## src/rtl/mem_port_arbiter.sv

```systemverilog
// ---------------------------------------------------------------------------
// mem_port_arbiter
//
// Purpose:
//   Shares one single-ported, variable-latency backing memory between the
//   CPU instruction-fetch (IF) port and the data-memory (DM) port. When both
//   ports request at once, the port that did not win last time goes first.
//   Each requester uses a level req / one-cycle ack handshake. The memory
//   side uses a req / ready handshake. All outputs come straight from
//   registers.
//
// Parameters:
//   ADDR_W  address width, all ports
//   DATA_W  data width, all ports
//   CNT_W   width of the saturating conflict counter
//
// Ports:
//   clk_i          clock, all logic on the rising edge
//   rst_i          synchronous, active-low reset
//   if_req_i       instruction read request (level)
//   if_addr_i      instruction address
//   if_ack_o       one-cycle completion pulse to IF
//   if_rdata_o     instruction word, valid with if_ack_o, held afterwards
//   dm_req_i       data request (level)
//   dm_we_i        1 = write, 0 = read
//   dm_addr_i      data address
//   dm_wdata_i     write data
//   dm_ack_o       one-cycle completion pulse to DM
//   dm_rdata_o     read data, valid with dm_ack_o, held afterwards
//   mem_req_o      request to memory, held until mem_ready_i
//   mem_we_o       write enable to memory
//   mem_addr_o     latched winner address
//   mem_wdata_o    latched write data (0 for IF)
//   mem_rdata_i    memory read data, sampled while mem_ready_i is high
//   mem_ready_i    memory completion
//   conflict_cnt_o number of IDLE cycles in which both ports requested
// ---------------------------------------------------------------------------
module mem_port_arbiter #(
  parameter int ADDR_W = 32,
  parameter int DATA_W = 32,
  parameter int CNT_W  = 16
) (
  input  logic              clk_i,
  input  logic              rst_i,
  input  logic              if_req_i,
  input  logic [ADDR_W-1:0] if_addr_i,
  output logic              if_ack_o,
  output logic [DATA_W-1:0] if_rdata_o,
  input  logic              dm_req_i,
  input  logic              dm_we_i,
  input  logic [ADDR_W-1:0] dm_addr_i,
  input  logic [DATA_W-1:0] dm_wdata_i,
  output logic              dm_ack_o,
  output logic [DATA_W-1:0] dm_rdata_o,
  output logic              mem_req_o,
  output logic              mem_we_o,
  output logic [ADDR_W-1:0] mem_addr_o,
  output logic [DATA_W-1:0] mem_wdata_o,
  input  logic [DATA_W-1:0] mem_rdata_i,
  input  logic              mem_ready_i,
  output logic [CNT_W-1:0]  conflict_cnt_o
);

  // One state per phase of a transaction, split by which port owns it, so
  // the completion path knows which ack and which rdata register to use
  // without keeping a separate owner flag.
  typedef enum logic [2:0] {
    ST_IDLE,
    ST_BUSY_I,
    ST_BUSY_D,
    ST_ACK_I,
    ST_ACK_D
  } state_t;

  localparam logic [CNT_W-1:0] CNT_ONE = {{(CNT_W-1){1'b0}}, 1'b1};
  localparam logic [CNT_W-1:0] CNT_MAX = {CNT_W{1'b1}};

  state_t            state_q, state_d;

  // 0 = IF was granted last, 1 = DM was granted last. Reset value 0 makes the
  // first simultaneous request after reset go to DM.
  logic              last_dm_q, last_dm_d;

  logic              mem_req_q, mem_req_d;
  logic              mem_we_q, mem_we_d;
  logic [ADDR_W-1:0] mem_addr_q, mem_addr_d;
  logic [DATA_W-1:0] mem_wdata_q, mem_wdata_d;
  logic              if_ack_q, if_ack_d;
  logic              dm_ack_q, dm_ack_d;
  logic [DATA_W-1:0] if_rdata_q, if_rdata_d;
  logic [DATA_W-1:0] dm_rdata_q, dm_rdata_d;
  logic [CNT_W-1:0]  conflict_q, conflict_d;

  logic              both_req;
  logic              grant_dm;

  // Round-robin choice. DM wins when it is the only requester. When both
  // request, DM wins only if IF was the last winner. This is only acted on
  // in IDLE.
  always_comb begin
    both_req = if_req_i & dm_req_i;
    grant_dm = dm_req_i & (~if_req_i | ~last_dm_q);
  end

  // Next-state and next-output logic. Every register holds its value by
  // default. The ack pulses default to 0 so they last exactly one cycle.
  // The payload registers are written only when a new transaction is
  // granted, so they stay stable for the whole BUSY phase however long the
  // memory takes.
  always_comb begin
    state_d     = state_q;
    last_dm_d   = last_dm_q;
    mem_req_d   = mem_req_q;
    mem_we_d    = mem_we_q;
    mem_addr_d  = mem_addr_q;
    mem_wdata_d = mem_wdata_q;
    if_ack_d    = 1'b0;
    dm_ack_d    = 1'b0;
    if_rdata_d  = if_rdata_q;
    dm_rdata_d  = dm_rdata_q;
    conflict_d  = conflict_q;

    case (state_q)
      ST_IDLE: begin
        if (both_req && (conflict_q != CNT_MAX)) begin
          conflict_d = conflict_q + CNT_ONE;
        end
        if (if_req_i || dm_req_i) begin
          mem_req_d = 1'b1;
          if (grant_dm) begin
            state_d     = ST_BUSY_D;
            last_dm_d   = 1'b1;
            mem_we_d    = dm_we_i;
            mem_addr_d  = dm_addr_i;
            mem_wdata_d = dm_wdata_i;
          end else begin
            state_d     = ST_BUSY_I;
            last_dm_d   = 1'b0;
            mem_we_d    = 1'b0;
            mem_addr_d  = if_addr_i;
            mem_wdata_d = '0;
          end
        end
      end

      ST_BUSY_I: begin
        if (mem_ready_i) begin
          state_d    = ST_ACK_I;
          mem_req_d  = 1'b0;
          if_ack_d   = 1'b1;
          if_rdata_d = mem_rdata_i;
        end
      end

      // A DM write completes without touching dm_rdata. The read data
      // register keeps the result of the last DM read.
      ST_BUSY_D: begin
        if (mem_ready_i) begin
          state_d   = ST_ACK_D;
          mem_req_d = 1'b0;
          dm_ack_d  = 1'b1;
          if (!mem_we_q) begin
            dm_rdata_d = mem_rdata_i;
          end
        end
      end

      // The ack is on the outputs during this cycle. No arbitration happens
      // here, so a request still held after the ack is treated as a new
      // request in the next IDLE.
      ST_ACK_I,
      ST_ACK_D: begin
        state_d = ST_IDLE;
      end

      default: begin
        state_d   = ST_IDLE;
        mem_req_d = 1'b0;
      end
    endcase
  end

  // State and output registers. Reset is synchronous and overrides
  // everything else, including a transaction still waiting on the memory.
  // That transaction is dropped and never acknowledged.
  always_ff @(posedge clk_i) begin
    if (!rst_i) begin
      state_q     <= ST_IDLE;
      last_dm_q   <= 1'b0;
      mem_req_q   <= 1'b0;
      mem_we_q    <= 1'b0;
      mem_addr_q  <= '0;
      mem_wdata_q <= '0;
      if_ack_q    <= 1'b0;
      dm_ack_q    <= 1'b0;
      if_rdata_q  <= '0;
      dm_rdata_q  <= '0;
      conflict_q  <= '0;
    end else begin
      state_q     <= state_d;
      last_dm_q   <= last_dm_d;
      mem_req_q   <= mem_req_d;
      mem_we_q    <= mem_we_d;
      mem_addr_q  <= mem_addr_d;
      mem_wdata_q <= mem_wdata_d;
      if_ack_q    <= if_ack_d;
      dm_ack_q    <= dm_ack_d;
      if_rdata_q  <= if_rdata_d;
      dm_rdata_q  <= dm_rdata_d;
      conflict_q  <= conflict_d;
    end
  end

  assign if_ack_o       = if_ack_q;
  assign if_rdata_o     = if_rdata_q;
  assign dm_ack_o       = dm_ack_q;
  assign dm_rdata_o     = dm_rdata_q;
  assign mem_req_o      = mem_req_q;
  assign mem_we_o       = mem_we_q;
  assign mem_addr_o     = mem_addr_q;
  assign mem_wdata_o    = mem_wdata_q;
  assign conflict_cnt_o = conflict_q;

endmodule

```

## config.mk

```make
export PLATFORM = sky130hd
export DESIGN_NAME = mem_port_arbiter
export DESIGN_NICKNAME = d
export VERILOG_FILES = /design/src/rtl/mem_port_arbiter.sv
export SDC_FILE = /design/constraint.sdc
export NUM_CORES = 1
export LEC_CHECK = 0
export CORE_MARGIN = 2
export CORE_UTILIZATION = 44
export DETAILED_ROUTE_END_ITERATION = 8
export GPL_TIMING_DRIVEN = 0
export PLACE_DENSITY = 0.94
export SLEW_MARGIN = 20
export SYNTH_ARGS = -nofsm -noshare
export SYNTH_HDL_FRONTEND = slang
export SYNTH_SLANG_ARGS = --single-unit
```

## constraint.sdc

```tcl
create_clock -name clk_i -period 4.4 [get_ports clk_i]
set_input_delay 0.88 -clock clk_i [delete_from_list [all_inputs] [get_ports clk_i]]
set_output_delay 0.88 -clock clk_i [all_outputs]
set_load 0.01 [all_outputs]
```

Word level (Yosys, flattened, before mapping)
Cells that the tools add are included.
Cells by class
  equal/unequal tests: 9
  $add $sub $neg: 1
  mux-type cells: 13
  bitwise operators: 7
  reductions and logical operators: 13
Operators with widths (number)
  $mux W32: 2
  $add A16 B1 Y16 const B: 1
  $ne A16 B16 Y1 const B: 1
  $reduce_and A2 Y1: 5
  $mux W3: 3
  $pmux W3 S3: 1
  $reduce_and A3 Y1: 3
  $eq A3 B2 Y1 const B: 2
  $ne A2 B2 Y1 const B: 3
  $mux W1: 5
  $not A1 Y1: 4
  $reduce_or A2 Y1: 2
  $eq A3 B1 Y1 const B: 1
  $eq A3 B3 Y1 const B: 1
  $logic_not A3 Y1: 1
  $pmux W1 S3: 1
  $and A1 B1 Y1: 2
  $mux W2: 1
  $ne A2 B1 Y1 const B: 1
  $logic_and A1 B1 Y1: 1
  $logic_or A1 B1 Y1: 1
  $or A1 B1 Y1: 1
Word-level totals
  bits of input ports: 134
  logic and storage cells: 54
  flip-flop bits (word level): 152

Depth between registers and ports, before layout
  depth after elaboration: 6
  mapped depth: 8

Worst setup path after synthesis
OpenSTA, ideal clock, no wires.
  kind: input port to flip-flop
  start: in dm_req_i
  end: reg mem_addr_q[14] (netlist: mem_addr_o[14])
  buffers on the path: 2
  slack: 2.275 ns
  stages: 5
  required time: 4.262 ns
  arrival: 1.987 ns
  library setup time: 0.138 ns
  path through: a21boi_0 > buf_2 > clkbuf_1 > mux2i_1 > a211oi_1
On the way
  word-level cells in the longest chain between the ends: 2
Ends and longest elaborated chain
  from (decl): RTL line 49  | input logic dm_req_i,
  $and A1 B1 Y1 or $logic_or A1 B1 Y1 (tied branches): RTL line 102, 128
  $mux W32 or $reduce_and A2 Y1 (tied branches)
  to (signal assigned): RTL line 204  | mem_addr_q <= mem_addr_d;
  to (decl): RTL line 86  | logic [ADDR_W-1:0] mem_addr_q, mem_addr_d;
Parallel ways exist; a longest one is shown, timed or not.
A chain may end at the register's enable or synchronous reset.

Worst setup path in the final report
  start: in mem_ready_i
  end: reg dm_rdata_q[11] (netlist: dm_rdata_o[11])
On the way
  word-level cells in the longest chain between the ends: 1
Ends and longest elaborated chain
  from (decl): RTL line 60  | input logic mem_ready_i,
  $reduce_and A3 Y1 (no source line)
  to (signal assigned): RTL line 209  | dm_rdata_q <= dm_rdata_d;
  to (decl): RTL line 91  | logic [DATA_W-1:0] dm_rdata_q, dm_rdata_d;
Every way passes these cells.

==> results.py <==
metrics = {
    "run_status": {
        "status": "finished clean",
    },
    "sta": {
        "fmaxAchievable_ghz": 0.367,
        "finalSetupViolCount": 0,
        "finalHoldViolCount": 0,
        "relSlewSlack_pct": 35.6,
        "post-route-period-util_pct": 61.9,
        "whs_ns": 0.454,
        "tightest_slew_ns": 0.953,
        "min_period_ns": 2.73,
        "drv_slew": 0,
        "rsz0062_at_grt": "no",
        "skew_ns": 0.00852,
        "tns_ns": 0,
    },
    "clocking": {
        "cts_resized": 0,
        "cts_sinks": 152,
        "cts-root-buf": "clkbuf_16",
        "numCtsBuffers": 17,
        "clk_path_buf_depth": 2,
        "cts_tree": "built",
        "cts_setup_buffers": 0,
        "clk_pin_slew_ns": 0.06,
        "h-tree-depth": 4,
        "hold_buffers": 0,
        "clk_latency_ns": 0.42,
    },
    "drt": {
        "drt_iter0_drc": 426,
        "vias_per_cell": 5.37,
        "ant_nets": 0,
        "firstDrtPassIters": 5,
        "num_vias": 6201,
        "wl_mm": 19.5,
        "route.detailed.drc": 0,
        "wl_per_cell_microns": 16.9,
    },
    "floorplanning": {
        "io_pins": 282,
        "initial_core_util_pct": 45.5,
        "die_y_microns": 119,
        "dieArea_sq_um": 14100,
        "row_count": 41,
        "die_w_microns": 119,
        "core_area_sq_um": 12700,
    },
    "logic_synthesis": {
        "synth_top_area_share_pct": 52.6,
        "synth.area.top_cells": "dfxtp_1, nand2_1, a21oi_1",
        "synth.avg_cell_area_sq_um": 8.64,
        "synth.yosys.warnings": 0,
        "synth_seq_cells": 152,
        "syn-instance-count": 670,
        "syn_area_sq_um": 5790,
        "ys_seq_area_share_pct": 52.6,
        "yosysTopAreaCell": "dfxtp_1",
        "syn_nets": 805,
        "synth_cell_types": 41,
    },
    "critical_path": {
        "crit_path_frequent_cell": "clkbuf_1",
        "critPathRequiredTime_ns": 4.74,
        "start_kind": "primary input",
        "critical-path-top-delay-family": "buffers and inverters",
        "path_cells": "clkdlybuf4s50_1 > nor4bb_1 > nor2b_1 > clkbuf_1 > clkbuf_1 > nand2_1 > a21oi_1",
        "cp_max_fo": 10,
        "cp_slowest_cell": "clkdlybuf4s50_1",
        "arrival_ns": 3.07,
        "regToRegEndpoint": "conflict_cnt_o[7]",
        "cpPeakStageDelay_ns": 0.56,
        "critical_path_class": "in -> reg",
        "rrSetupSlack_ns": 2.03,
        "worst_setup_path_end_kind": "register",
        "critical_path_buf_inv_count": 3,
        "ff2ff_path_depth": 7,
        "timing.rr.start": "conflict_cnt_o[0]",
    },
    "cells_and_area": {
        "regArea_sq_um": 3040,
        "nFillCells": 923,
        "multi_input_area_sq_um": 2510,
        "layout_common_cells": "clkdlybuf4s50_1, dfxtp_1, nand2_1, a21oi_1, nor2_1",
        "areaGrowthSynthToFinish_pct": 61.9,
        "nets": 1105,
        "layout-drive-gt1-share_pct": 4.37,
        "num_antenna_cells": 0,
        "final_common_cell": "clkdlybuf4s50_1",
    },
    "hold_path": {
        "min-delay-start": "dm_rdata_o[18]",
        "min_delay_path_depth": 2,
        "worst_hold_path_type": "reg -> reg",
        "hold_path_end": "dm_rdata_o[18]",
    },
    "placement": {
        "dp_hpwl_mm": 14.4,
        "globalplace.congestion": 0.806,
        "portBuffers": 281,
    },
    "grt": {
        "grt_max_degree": 17,
        "grt_usage_pct": 27.4,
        "overflow": 0,
        "grt_pass1_wl_mm": 31.0,
        "antenna_found_initial": 0,
        "grt_pass1_vias": 6223,
    },
    "flow_run": {
        "drv_cap": 0,
    },
    "power": {
        "p_leak_nw": 3.33,
        "power.density_nw_per_um2": 448,
        "peakVddDrop_v": 0.000316,
    },
}
## worst max path at each step
stage / cells after the start / slack [ns] / from / to
after floorplan: 5 / 2.28 / dm_req_i / mem_addr_o[14]
after global placement: 7 / 1.28 / mem_ready_i / dm_rdata_o[15]
after detailed placement: 7 / 1.25 / mem_ready_i / dm_rdata_o[11]
after CTS: 7 / 1.68 / mem_ready_i / dm_rdata_o[11]
after global routing: 7 / 1.48 / mem_ready_i / dm_rdata_o[11]
final: 7 / 1.67 / mem_ready_i / dm_rdata_o[11]
## flip-flops by register name, indices dropped and copies added (netlist names)
signal / cells
mem_addr_o: 32
if_ack_o: 1
last_dm_q: 1
mem_we_o: 1
dm_rdata_o: 32
dm_ack_o: 1
conflict_cnt_o: 16
mem_req_o: 1
mem_wdata_o: 32
state_q: 3
if_rdata_o: 32
## cell families (layout without fill, tap and decap cells)
family	count (synthesis)	count (layout)	share of synthesized area (%)
xor gates and xnor gates	1	1	0.151
muxes	33	33	5.71
buffers and inverters	58	371	4.06
adders and majority gates	1	1	0.216
AOI/OAI and AO/OA	170	170	18.2
and+or+nand+nor	255	255	19.0
DFF	152	152	52.6
## final cells by class
type	instances	area share, %
timing repair buffer	281	30.0
sequential	152	32.5
multi-input combinational	460	26.8
tap	172	2.30
inverter	4	0.160
buffer	54	2.35
clock inverter	14	1.36
clock buffer	18	4.58
## worst min-delay path: stages (launching register included)
cell and delay, ns:
dfxtp_1 0.31, nand2_1 0.05, a21oi_1 0.05
## cells in the mapped netlist (all sizes together)
| library cell | instances |
|---|---|
| nor4b | 1 |
| buf | 13 |
| nand3b | 1 |
| nor2b | 1 |
| o22ai | 1 |
| nor3b | 1 |
| nor2 | 73 |
| a21oi | 81 |
| and4 | 2 |
| mux2i | 33 |
| o41ai | 2 |
| xnor2 | 1 |
| a22oi | 33 |
| a2bb2oi | 1 |
| dfxtp | 152 |
| or4b | 1 |
| o21bai | 1 |
| o311ai | 1 |
| or4 | 9 |
| o21ai | 9 |
| nand2 | 135 |
| nand2b | 2 |
| a21boi | 1 |
| inv | 4 |
| a211oi | 32 |
| ha | 1 |
| nand4 | 5 |
| nor3 | 3 |
| o31ai | 8 |
| nand3 | 5 |
| and3 | 1 |
| clkbuf | 41 |
| and2 | 5 |
| nor4bb | 1 |
| or3 | 8 |
| nor4 | 1 |
## report_power, final
group          internal [mW]  switching (mW)
registers               1.55          0.0945
clock network          0.779           0.589
logic                  0.585           0.593
total                   2.92            1.28
## through the flow
step                total power, mW  cell area [sq um]  std cells  setup WS, ns  util [%]
detailed placement             2.85               8810       1123          1.25      69.3
floorplan                      2.23               5790        670          2.28         -
global route                   4.38               9370       1155          1.48      73.7
CTS                            4.21               9370       1155          1.68      73.7
finish                         4.19               9370       1155          1.67      73.7
global placement               2.81               8810       1123          1.28      69.3
## per-layer routing
metal | part of all wire (%) | vias up | wire length (microns) | GRT usage (%)
met4 | 3.1 | 0 | 608 | 12.4
met5 | 0 | - | 0 | 0
met2 | 50 | 316 | 9730 | 47.5
li1 | - | 2948 | - | -
met3 | 8.1 | 55 | 1580 | 8.83
met1 | 39 | 2882 | 7580 | 30.6
(Power assumes the default switching activity.)
